File: config.mk
export PLATFORM = sky130hd
export DESIGN_NAME = control_sequencer
export DESIGN_NICKNAME = d
export VERILOG_FILES = /design/src/rtl/proc_pkg.sv /design/src/rtl/dec3to8.sv /design/src/rtl/control_sequencer.sv
export SDC_FILE = /design/constraint.sdc
export NUM_CORES = 1
export LEC_CHECK = 0
export ABC_CLOCK_PERIOD_IN_PS = 2600
export CORE_MARGIN = 4
export CORE_UTILIZATION = 30
export DETAILED_ROUTE_END_ITERATION = 10
export PLACE_DENSITY = 0.74
export SETUP_SLACK_MARGIN = 0.02
export SYNTH_ARGS = -nofsm -noshare
export SYNTH_HDL_FRONTEND = slang
export SYNTH_SLANG_ARGS = --single-unit
File: constraint.sdc
create_clock -name CLKb -period 2.6 [get_ports CLKb]
set_clock_uncertainty 0.15 [all_clocks]
set_input_delay 0.26 -clock CLKb [delete_from_list [all_inputs] [get_ports CLKb]]
set_output_delay 0.26 -clock CLKb [all_outputs]
set_load 0.01 [all_outputs]
File: src/rtl/proc_pkg.sv
// rtl/proc_pkg.sv - shared opcode, state and instruction-field definitions for the sequencer
package proc_pkg;

   localparam int OPC_MSB = 9;
   localparam int OPC_LSB = 6;
   localparam int RX_LSB  = 3;
   localparam int RY_LSB  = 0;

   typedef enum logic [3:0] {
      FN_LOAD = 4'b0000,
      FN_COPY = 4'b0001,
      FN_ADD  = 4'b0010,
      FN_SUB  = 4'b0011,
      FN_NEG  = 4'b0100,
      FN_INV  = 4'b0101,
      FN_AND  = 4'b0110,
      FN_OR   = 4'b0111,
      FN_XOR  = 4'b1000,
      FN_LSL  = 4'b1001,
      FN_LSR  = 4'b1010,
      FN_ASR  = 4'b1011
   } alu_fn_e;

   typedef enum logic [1:0] {
      IDLE = 2'd0,
      T1   = 2'd1,
      T2   = 2'd2,
      T3   = 2'd3
   } seq_state_e;

   // Codes above ASR have no operation behind them.
   function automatic logic is_legal(input logic [3:0] opc);
      return opc <= FN_ASR;
   endfunction

endpackage

File: src/rtl/dec3to8.sv
// rtl/dec3to8.sv - 3-bit to one-hot-8 decoder with enable
module dec3to8 (
   input  logic       en,
   input  logic [2:0] sel,
   output logic [7:0] onehot
);

   assign onehot = en ? (8'b0000_0001 << sel) : 8'b0000_0000;

endmodule

File: src/rtl/control_sequencer.sv
// rtl/control_sequencer.sv - T1..T3 instruction sequencer; ILLEGAL_TRAP_EN makes illegal opcodes a sticky Err trap
module control_sequencer
   import proc_pkg::*;
#(
   parameter int NREG = 8,
   parameter int W    = 10
) (
   input  logic            CLKb,
   input  logic            RSTb,
   input  logic            Exec,
   input  logic [W-1:0]    INSTR,
   output logic            IRin,
   output logic            Ain,
   output logic            Gin,
   output logic            Gout,
   output logic [3:0]      ALUcont,
   output logic [NREG-1:0] Rin,
   output logic [NREG-1:0] Rout,
   output logic            ExtOut,
   output logic            Busy,
   output logic            Done,
   output logic            Err
);

   seq_state_e state, next;
   logic [W-1:0] ir;
   logic         err_q;
   logic [3:0]   opc;
   logic [2:0]   rx, ry;
   logic         rin_en, rout_en;
   logic [2:0]   rout_sel;

   assign opc = ir[OPC_MSB:OPC_LSB];
   assign rx  = ir[RX_LSB+2:RX_LSB];
   assign ry  = ir[RY_LSB+2:RY_LSB];

   always_ff @(negedge CLKb) begin
      if (!RSTb) begin
         state <= IDLE;
         ir    <= '0;
      end else begin
         state <= next;
         if (IRin) ir <= INSTR;
      end
   end

`ifdef ILLEGAL_TRAP_EN
   always_ff @(negedge CLKb) begin
      if (!RSTb)
         err_q <= 1'b0;
      else if (state == T1 && !is_legal(opc))
         err_q <= 1'b1;
   end
`else
   assign err_q = 1'b0;
`endif

   always_comb begin
      next     = state;
      IRin     = 1'b0;
      Ain      = 1'b0;
      Gin      = 1'b0;
      Gout     = 1'b0;
      ALUcont  = 4'b0000;
      ExtOut   = 1'b0;
      Done     = 1'b0;
      rin_en   = 1'b0;
      rout_en  = 1'b0;
      rout_sel = ry;
      case (state)
         IDLE: begin
            if (Exec && !err_q) begin
               IRin = 1'b1;
               next = T1;
            end
         end
         T1: begin
            next = T2;
            case (opc)
               FN_LOAD: begin
                  ExtOut = 1'b1;
                  rin_en = 1'b1;
                  Done   = 1'b1;
                  next   = IDLE;
               end
               FN_COPY: begin
                  rout_en = 1'b1;
                  rin_en  = 1'b1;
                  Done    = 1'b1;
                  next    = IDLE;
               end
               FN_ADD, FN_SUB, FN_AND, FN_OR, FN_XOR: begin
                  rout_en = 1'b1;
                  Ain     = 1'b1;
               end
               // Unary ops load Rx into the temp; the ALU then works on the temp alone.
               FN_NEG, FN_INV: begin
                  rout_en  = 1'b1;
                  rout_sel = rx;
                  Ain      = 1'b1;
               end
               FN_LSL, FN_LSR, FN_ASR: ;
               default: begin
                  Done = 1'b1;
                  next = IDLE;
               end
            endcase
         end
         T2: begin
            Gin      = 1'b1;
            ALUcont  = opc;
            rout_sel = rx;
            rout_en  = !(opc == FN_NEG || opc == FN_INV);
            next     = T3;
         end
         T3: begin
            Gout   = 1'b1;
            rin_en = 1'b1;
            Done   = 1'b1;
            next   = IDLE;
         end
         default: next = IDLE;
      endcase
   end

   assign Busy = (state != IDLE);
   assign Err  = err_q;

   dec3to8 u_rin_dec (
      .en     (rin_en),
      .sel    (rx),
      .onehot (Rin)
   );

   dec3to8 u_rout_dec (
      .en     (rout_en),
      .sel    (rout_sel),
      .onehot (Rout)
   );

endmodule
==> impl_summary.log <==
[metrics] leakage: 0.912 nW
[metrics] Area contributors post-synth: sky130_fd_sc_hd__dfxtp_1, sky130_fd_sc_hd__nand2_1, sky130_fd_sc_hd__a21boi_0
[metrics] Root Driver: sky130_fd_sc_hd__clkbuf_4
[metrics] via count of the first global-routing pass: 1227
[metrics] number of antenna violations at the first check in global routing: 0
[metrics] maximum number of pins on one net before global-route repair: 13
[metrics] CP max FO: 5
[metrics] die extent in x: 61.2 um
[metrics] fraction of final layout cells sized beyond drive strength 1: 0.589
[metrics] failing checks: setup timing
[metrics] setup repair after global routing missed its margin: true
[metrics] data arrival time of the worst path: 3.49 ns
[metrics] total of flip-flops plus latches after synthesis: 12
[metrics] Total Routing Usage GR: 0.183
[metrics] CTS Sinks: 12
[metrics] post-synthesis instance area: 850 um2
[metrics] Overall Power: 0.736 mW
[metrics] vias post-DR: 1166
[metrics] synth unique cells: 36
[metrics] first-pass GRT wire length: 5.13 mm
[metrics] most area-hungry cell type in the Yosys netlist: sky130_fd_sc_hd__dfxtp_1
[metrics] number of CTS-inserted buffers: 3
[metrics] maximum capacitance violations: 0
[metrics] critical path class: register to output pin
[metrics] GPL Wtd Cong: 0.845
[metrics] power per cell area: 386 nW/um2
[metrics] area of placed instances: 1580 um2
[metrics] starting density of the core: 0.311
[metrics] clk slew on worst S/H paths: 0.04 ns
[metrics] Post-synth EDFFs: 0
[metrics] Top FF cell, synth: sky130_fd_sc_hd__dfxtp_1
[metrics] number of buffers inserted for hold repair after clock tree synthesis: 0
[metrics] IR drop worst, VDD: 0.336 mV
[metrics] routed vias/inst: 4.90
[metrics] CP Launch Type: register
[metrics] average routed wire per standard cell: 13.8 um
[metrics] Post-route DRC: 0
[metrics] top cells by count, synth: sky130_fd_sc_hd__nand2_1, sky130_fd_sc_hd__dfxtp_1, sky130_fd_sc_hd__a21boi_0
[metrics] IO buf count: 39
[metrics] share of flip-flops with an asynchronous set or reset: 0
[metrics] total I/O pin count: 41
[metrics] aggregate global routing overflow: 0
[metrics] final core occ: 0.697
[metrics] Tightest Hold Check Type: register to register
[metrics] number of slew-limit violations in the final report: 0
[metrics] Setup violations, final: 27
[metrics] post-detailed-route count of antenna-violating nets: 0
[metrics] TritonCTS clock tree: done
[metrics] total wirelength of the detailed-routed design: 3.29 mm
[metrics] area growth from synthesis to layout: 124%
[metrics] maximum level of the CTS H-tree: 1
[metrics] Total Die Area: 3750 um2
[metrics] number of instances in the synthesized netlist: 111
[metrics] number of nets in the synthesized netlist: 128
[metrics] register area share after synthesis: 0.283
[metrics] final setup TNS: -22.15 ns
[metrics] clock latency reported for the late side of the worst-skew pair: 0.35 ns
[metrics] Crit path required time: 2.19 ns
[metrics] Worst Setup Slack, final: -1.30 ns
[metrics] Avg Cell Area, Syn: 7.65 um2
[metrics] top-area cell type share of the netlist area: 0.283
[metrics] Worst setup EP type: output pin
[metrics] first-pass detailed-route iteration total: 6
[metrics] number of endpoints with negative hold slack in the final report: 0
[metrics] placement row count: 19
[metrics] Worst Hold Margin: 0.333 ns
[metrics] Yosys Warn Count: 0
[metrics] Longest Clk Path Bufs: 2
[metrics] # nets final: 225
[metrics] run status: finished, violations left
[metrics] Antenna diodes: 0
[metrics] final std cell area, no fill: 1910 um2
[metrics] most instantiated library cell after synthesis: sky130_fd_sc_hd__nand2_1
[metrics] number of violations reported at the end of detailed-routing iteration 0: 19
[metrics] Die Y-Extent: 61.2 um
[metrics] core box area: 2730 um2
[metrics] final HPWL from detailed placement: 2.12 mm
[metrics] number of fill cells: 206
## final timing paths
path	start	endpoint	slack [ns]	cells past startpoint
worst max-delay path	register	Rout[6]	-1.30	9
worst min-delay path	ir[2]$_SDFFE_NN0P_	ir[2]$_SDFFE_NN0P_	0.33	2
worst max register to register	register	register	0.95	7
worst min register to register	ir[2]$_SDFFE_NN0P_	ir[2]$_SDFFE_NN0P_	0.33	2
## logic make-up after synthesis
family | share of synthesized area
AND/OR/NAND/NOR | 0.380
AO/OA/AOI/OAI | 0.211
flip-flops | 0.283
buffers and inverters | 0.0501
adder cells (fa/ha/maj) | 0.0589
multiplexers | 0.0133
other | 0.00441
## metal layers
| metal | vias up | share of wire | wire length (um) | GRT usage |
|---|---|---|---|---|
| li1 | 584 | - | - | - |
| met1 | 538 | 0.40 | 1310 | 0.201 |
| met2 | 40 | 0.52 | 1710 | 0.323 |
| met3 | 4 | 0.070 | 230 | 0.0377 |
| met4 | 0 | 0.013 | 44 | 0.108 |
| met5 | - | 0 | 0 | 0 |
## report_power, final
| part | internal (mW) | switching [mW] | leakage [nW] |
|---|---|---|---|
| clock | 0.0803 | 0.117 | 0.0778 |
| sequential | 0.199 | 0.0136 | 0.102 |
| combinational | 0.185 | 0.142 | 0.732 |
| total | 0.463 | 0.273 | 0.912 |
## sequential cells by signal (all words and copies together) (netlist names), named ones only
| name | cells |
|---|---|
| state | 1 |
| ir | 10 |
## worst max-delay path: stages, from the launching register on
cell,delay [ns]
sky130_fd_sc_hd__dfxtp_4,0.36
sky130_fd_sc_hd__inv_4,0.05
sky130_fd_sc_hd__ha_4,0.27
sky130_fd_sc_hd__nor2b_4,0.14
sky130_fd_sc_hd__a31oi_2,0.06
sky130_fd_sc_hd__a32o_2,0.28
sky130_fd_sc_hd__buf_6,0.13
sky130_fd_sc_hd__buf_6,0.12
sky130_fd_sc_hd__nor4bb_4,0.25
sky130_fd_sc_hd__buf_2,0.17
## area by class of cell
| type | count | area, um2 | share of cell area |
|---|---|---|---|
| clock inverter | 13 | 50.0 | 0.0262 |
| sequential | 12 | 256 | 0.135 |
| tap | 31 | 38.8 | 0.0203 |
| timing repair buffer | 86 | 734 | 0.385 |
| multi-input combinational | 89 | 785 | 0.411 |
| inverter | 4 | 20.0 | 0.0105 |
| clock buffer | 3 | 22.5 | 0.0118 |
## per-stage QoR
stage | std cells | setup slack, ns
after global routing | 238 | -1.40
final | 238 | -1.30
after detailed placement | 198 | -1.33
after floorplan | 111 | -0.748
after global placement | 198 | -1.24
after CTS | 233 | -1.22
## placed cells by master, fill, tap and decap left out, types with 3 or more instances in the layout
master                            netlist  routed
sky130_fd_sc_hd__dfxtp_1               12       7
sky130_fd_sc_hd__nand2_1               24      22
sky130_fd_sc_hd__and2_1                 3       3
sky130_fd_sc_hd__nor2_2                 1       4
sky130_fd_sc_hd__clkbuf_4               0       3
sky130_fd_sc_hd__a21boi_0              10      10
sky130_fd_sc_hd__nor4b_4                0       3
sky130_fd_sc_hd__nor2_1                 7       3
sky130_fd_sc_hd__buf_4                  1      28
sky130_fd_sc_hd__dfxtp_4                0       4
sky130_fd_sc_hd__nor3_2                 0       3
sky130_fd_sc_hd__a32o_2                 3       3
sky130_fd_sc_hd__inv_1                  5      12
sky130_fd_sc_hd__buf_6                  0      22
sky130_fd_sc_hd__clkdlybuf4s50_1        0      11
sky130_fd_sc_hd__clkdlybuf4s15_2        0       3
sky130_fd_sc_hd__buf_2                  1      20
## what timing repair did
item                                    4_1_cts  5_1_grt
cloned                                        0        0
pin swaps                                    15        8
setup buffers                                21        5
endpoints found under the setup margin       27       32
gates resized for setup                     141       16
No activity file was read; power rests on OpenSTA's default activity.
==> patch 1, RTL diff (same settings) <==
Encoding of `seq_state_e`: now one-hot (4 bits for 4 states).
--- a/src/rtl/proc_pkg.sv
+++ b/src/rtl/proc_pkg.sv
@@ -23,7 +23,7 @@
 
-   typedef enum logic [1:0] {
-      IDLE = 2'd0,
-      T1   = 2'd1,
-      T2   = 2'd2,
-      T3   = 2'd3
+   typedef enum logic [3:0] {
+      IDLE = 4'b0001,
+      T1   = 4'b0010,
+      T2   = 4'b0100,
+      T3   = 4'b1000
    } seq_state_e;
Check against the original RTL: no difference found for any inputs over 10 cycles, from zero or initial values and one cycle with RSTb low; not proved beyond that.
==> patch 1 against the original RTL <==
- synthesized area up 7.2%
- routed wire length up 27%
- die area up 6.3%
- worst setup slack worse by 320 ps
- largest cell class unchanged
- first-iteration DRC count up 140%
- design area up 4.1%
- power up 1.2%
- critical endpoint is now Rout[7]
- sequential cell count up 2
- the run still ends with negative setup slack left
==> patch 1: results (changes against the original RTL) <==
* Int Power at 460 uW (was 463 uW)
* Largest regs: ir: 10 flops, state: 4 flops (was ir: 10 flops, state: 1 flops)
* Critical-path maximum fanout at 4 (was 5)
* Total detailed-routing wirelength at 4190 um (was 3290 um)
* Failing checks: negative setup slack (unchanged)
* Sequential share of the synthesized area at 30.8% (was 28.3%)
* Endpoint arrival time on the critical path at 3800 ps (was 3490 ps)
* Largest stage delay on the critical path at 530 ps (was 360 ps)
* Net total in the final layout at 228 (was 225)
* LEAKAGE at 1.01 nW (was 0.912 nW)
* Commonest cells in the synthesized netlist: sky130_fd_sc_hd__nor2_1 (24), sky130_fd_sc_hd__dfxtp_1 (14), sky130_fd_sc_hd__mux2i_1 (13), sky130_fd_sc_hd__nor3_1 (13), sky130_fd_sc_hd__inv_1 (7) (was sky130_fd_sc_hd__nand2_1 (24), sky130_fd_sc_hd__dfxtp_1 (12), sky130_fd_sc_hd__a21boi_0 (10), sky130_fd_sc_hd__nor2_1 (7), sky130_fd_sc_hd__inv_1 (5))
* Worst hold start: ir[0] (was ir[2])
* Cell Area, Placed at 0.00159 mm2 (was 0.00158 mm2)
* R2r setup slk at 380 ps (was 950 ps)
* Cell class contributing the biggest share of worst-path delay: simple AND/OR/NAND/NOR gates (was buffers and inverters)
* Total iterations of the first detailed-routing run at 4 (was 6)
* Worst-case reg-to-reg path depth at 9 (was 7)
* Smallest hold slack at 428 ps (was 333 ps)
* Number of endpoints failing setup at the final stage at 27 (unchanged)
* Clock network power at 234 uW (was 198 uW)
* Drt initial violations at 46 (was 19)
* Outcome: finished with violations (unchanged)
* Setup slack of the critical path after layout at -1610 ps (was -1300 ps)
* Post-CTS clock slew at the launch and capture registers of the worst setup and hold paths at 60 ps (was 40 ps)
* Max stage delay cell, worst path: sky130_fd_sc_hd__or4b_4 (was sky130_fd_sc_hd__dfxtp_4)
* Number of nets produced by synthesis at 127 (was 128)
-- patch 1: changes by cell type in the layout (fill, tap and decap cells not counted), moves of 5 or more --
cell,before,now
sky130_fd_sc_hd__buf_4,28,34
sky130_fd_sc_hd__a21boi_0,10,0
sky130_fd_sc_hd__inv_1,12,17
sky130_fd_sc_hd__mux2i_1,0,10
sky130_fd_sc_hd__nand2_1,22,2
sky130_fd_sc_hd__nor2_1,3,16
-- patch 1: worst reg2reg max path, stage by stage (launching register included) --
cell	delay (ps)
sky130_fd_sc_hd__dfxtp_2	320
sky130_fd_sc_hd__buf_4	140
sky130_fd_sc_hd__buf_6	120
sky130_fd_sc_hd__or4b_4	490
sky130_fd_sc_hd__or2_4	270
sky130_fd_sc_hd__buf_6	120
sky130_fd_sc_hd__buf_6	120
sky130_fd_sc_hd__buf_12	140
sky130_fd_sc_hd__mux2i_4	170
sky130_fd_sc_hd__nor2_2	50
-- patch 1: timing repair --
action / CTS / global route
endpoints found under the setup margin: 37 / 29
hold buffers: 0 / 0
gates cloned: 1 / 0
pin swaps: 15 / 4
setup buffers: 18 / 5
resized for setup: 159 / 17
-- patch 1: metal layers --
| metal | part of all wire, % | up-vias | track usage (%) |
|---|---|---|---|
| li1 | - | 592 | - |
| met1 | 39 | 608 | 22.4 |
| met2 | 53 | 39 | 37.9 |
| met3 | 4.5 | 18 | 6.39 |
| met4 | 4.1 | 0 | 15.4 |
| met5 | 0 | - | 0 |
-- patch 1: worst max-delay path by stage --
stage / endpoint / startpoint / cells after the start
floorplan: Rout[0] / state[1] / 6
global placement: Rout[1] / state[3] / 6
detailed placement: Rout[4] / state[3] / 6
CTS: Rout[2] / state[2] / 7
global route: Rout[2] / state[0] / 7
finish: Rout[7] / state[0] / 7
-- patch 1: cells by family (layout without fill, tap and decap cells) --
family          Yosys count  count (layout)  share of synthesized area, %
xor+xnor                  2               2                          1.92
compound gates            8               8                          8.11
flops                    14              14                          30.8
simple gates             57              57                          31.6
buf+inv                  15             115                          7.97
other cells               1               1                         0.412
mux                      17              17                          19.2
-- patch 1: cell type report --
type / count / area (um2)
fill: 205 / 843
multi-input combinational: 85 / 778
timing repair buffer: 91 / 777
sequential: 14 / 284
clock inverter: 15 / 57.6
tap: 31 / 38.8
inverter: 6 / 27.5
clock buffer: 3 / 22.5
-- patch 1: stage by stage --
step	setup WS [ps]	setup TNS, ps	cells
floorplan	-1160	-20050	114
global placement	-1510	-38720	205
detailed placement	-1570	-39730	205
CTS	-1480	-31890	241
global route	-1670	-36570	245
finish	-1610	-35010	245
==> patch 2, RTL diff (same flow settings) <==
Without the edit above. Add a define of `ILLEGAL_TRAP_EN`.
--- a/src/rtl/control_sequencer.sv
+++ b/src/rtl/control_sequencer.sv
@@ -1,2 +1,4 @@
 // rtl/control_sequencer.sv - T1..T3 instruction sequencer; ILLEGAL_TRAP_EN makes illegal opcodes a sticky Err trap
+`define ILLEGAL_TRAP_EN
+
 module control_sequencer
Check against the original RTL: not equivalent (a bounded check fails within 4 cycles, from zero or initial values and one cycle with RSTb low).
==> patch 2 against the original RTL <==
- the run still ends with negative setup slack left
- power increased by 26%
- via count increased by 12%
- routed wire length increased by 29%
- critical path depth decreased by 2
- sequential cell count increased by 1
- design area increased by 22%
- synthesized area increased by 11%
- worst setup slack got worse by 19 ps
==> patch 2: results (changes against the original RTL) <==
* Maximum VDD drop at 0.341 mV (was 0.336 mV)
* Detail-routed net length per standard cell at 16.2 um (was 13.8 um)
* Setup slack of the critical path after layout at -1320 ps (was -1300 ps)
* Half-perimeter wire length of the detailed placement result at 2540 um (was 2120 um)
* Post-CTS clock slew at the launch and capture registers of the worst setup and hold paths at 60 ps (was 40 ps)
* CTS Buf Count at 3 (unchanged)
* Power dissipated by switching net loads at 372 uW (was 273 uW)
* Sequential share of the synthesized area at 27.7% (was 28.3%)
* PortBufs at 40 (was 39)
* Most flops, register: ir (unchanged)
* Clock network power at 214 uW (was 198 uW)
* Number of endpoints failing setup at the final stage at 27 (unchanged)
* Commonest cells in the synthesized netlist: sky130_fd_sc_hd__dfxtp_1 (13), sky130_fd_sc_hd__mux2i_1 (11), sky130_fd_sc_hd__nor2b_1 (11), sky130_fd_sc_hd__nor2_1 (10), sky130_fd_sc_hd__nor4_1 (8) (was sky130_fd_sc_hd__nand2_1 (24), sky130_fd_sc_hd__dfxtp_1 (12), sky130_fd_sc_hd__a21boi_0 (10), sky130_fd_sc_hd__nor2_1 (7), sky130_fd_sc_hd__inv_1 (5))
* Mean cell area of the mapped netlist at 8.17 um2 (was 7.65 um2)
* Cell class contributing the biggest share of worst-path delay: compound AO/OA/AOI/OAI gates (was buffers and inverters)
* Global-route wire length before repair at 6380 um (was 5130 um)
* Max stage delay cell, worst path: sky130_fd_sc_hd__dfxtp_2 (was sky130_fd_sc_hd__dfxtp_4)
* Pin count of the biggest net entering global routing at 9 (was 13)
* Filler-free cell count of the finished design at 263 (was 238)
* Outcome: finished with violations (unchanged)
* Vias after detailed routing at 1,305 (was 1,166)
* Cell variety after synth at 32 (was 36)
* Share of layout cells above drive strength 1 at 62.1% (was 58.9%)
* Comb group at 476 uW (was 326 uW)
* Cell count after placement at 229 (was 198)
* Endpoint arrival time on the critical path at 3510 ps (was 3490 ps)
* Largest stage delay on the critical path at 370 ps
* Synth top area cells: sky130_fd_sc_hd__dfxtp_1 (28%), sky130_fd_sc_hd__mux2i_1 (12%), sky130_fd_sc_hd__nor2b_1 (7.3%) (was sky130_fd_sc_hd__dfxtp_1 (28%), sky130_fd_sc_hd__nand2_1 (11%), sky130_fd_sc_hd__a21boi_0 (8.8%))
* Number of nets produced by synthesis at 133 (was 128)
* Total iterations of the first detailed-routing run at 4 (was 6)
* LEAKAGE at 1.07 nW (was 0.912 nW)
* Net total in the final layout at 238 (was 225)
* Tot GR Track Use at 19.5% (was 18.3%)
* Drt initial violations at 28 (was 19)
* Int Power at 556 uW (was 463 uW)
* Via count of the first global-routing pass at 1,375 (was 1,227)
* Failing checks: negative setup slack (unchanged)
* Critical-path maximum fanout at 4 (was 5)
* Weighted congestion at the end of routability-driven global placement at 0.812 (was 0.845)
patch 2: cell types whose count changed after synthesis, sizes merged, moves of 3 or more:
cell    before  now
buf          2    6
a21boi      10    0
nand2       24    5
nor2b        3   11
nor4b        3    0
nor4         2    8
mux2i        0   11
a32oi        0    3
patch 2: path summary, 6_finish.rpt:
check	startpoint	end	slack (ps)	depth (start not counted)
setup / recovery	register	Rout[0]	-1320	7
hold / removal	Err	Err	450	3
setup reg to reg	register	ir[8]	450	13
hold reg to reg	Err	Err	450	3
patch 2: metrics by stage:
step	instance area (um2)	util, %	setup TNS, ps
after global routing	2330	77.0	-28370
after detailed placement	1950	64.4	-28740
after floorplan	1290	-	-8720
after CTS	2250	74.2	-23390
after global placement	1950	64.4	-27480
final	2330	77.0	-26960
patch 2: cells by family (layout without fill, tap and decap cells):
group           after synthesis  in the layout  synth area share [%]
mux                          11             11                  11.7
buf+inv                      14            118                  7.46
fa+ha+maj                     5              5                  6.66
simple gates                 54             54                  32.0
flops                        13             13                  27.7
compound gates               18             18                  14.5
patch 2: repair_timing:
| item | in CTS | in global routing |
|---|---|---|
| endpoints found under the setup margin | 39 | 33 |
| cloned | 1 | 0 |
| gates resized for setup | 148 | 15 |
| pin swaps | 10 | 7 |
| buffers inserted | 12 | 8 |
patch 2: routing by layer:
layer	share of wire, %	global-route usage [%]	wire (um)
met1	42	22.3	1790
met2	52	34.2	2200
met3	3.2	3.87	134
met4	3.1	9.43	131
met5	0	0	0
patch 2: area by class of cell:
class	instances	area [um2]
well taps	44	55.1
inverters	5	26.3
repair buffers	96	905
clock buffers	3	22.5
multi-input cells	88	996
clock inverters	14	52.6
flip-flops and latches	13	275
fillers	187	696
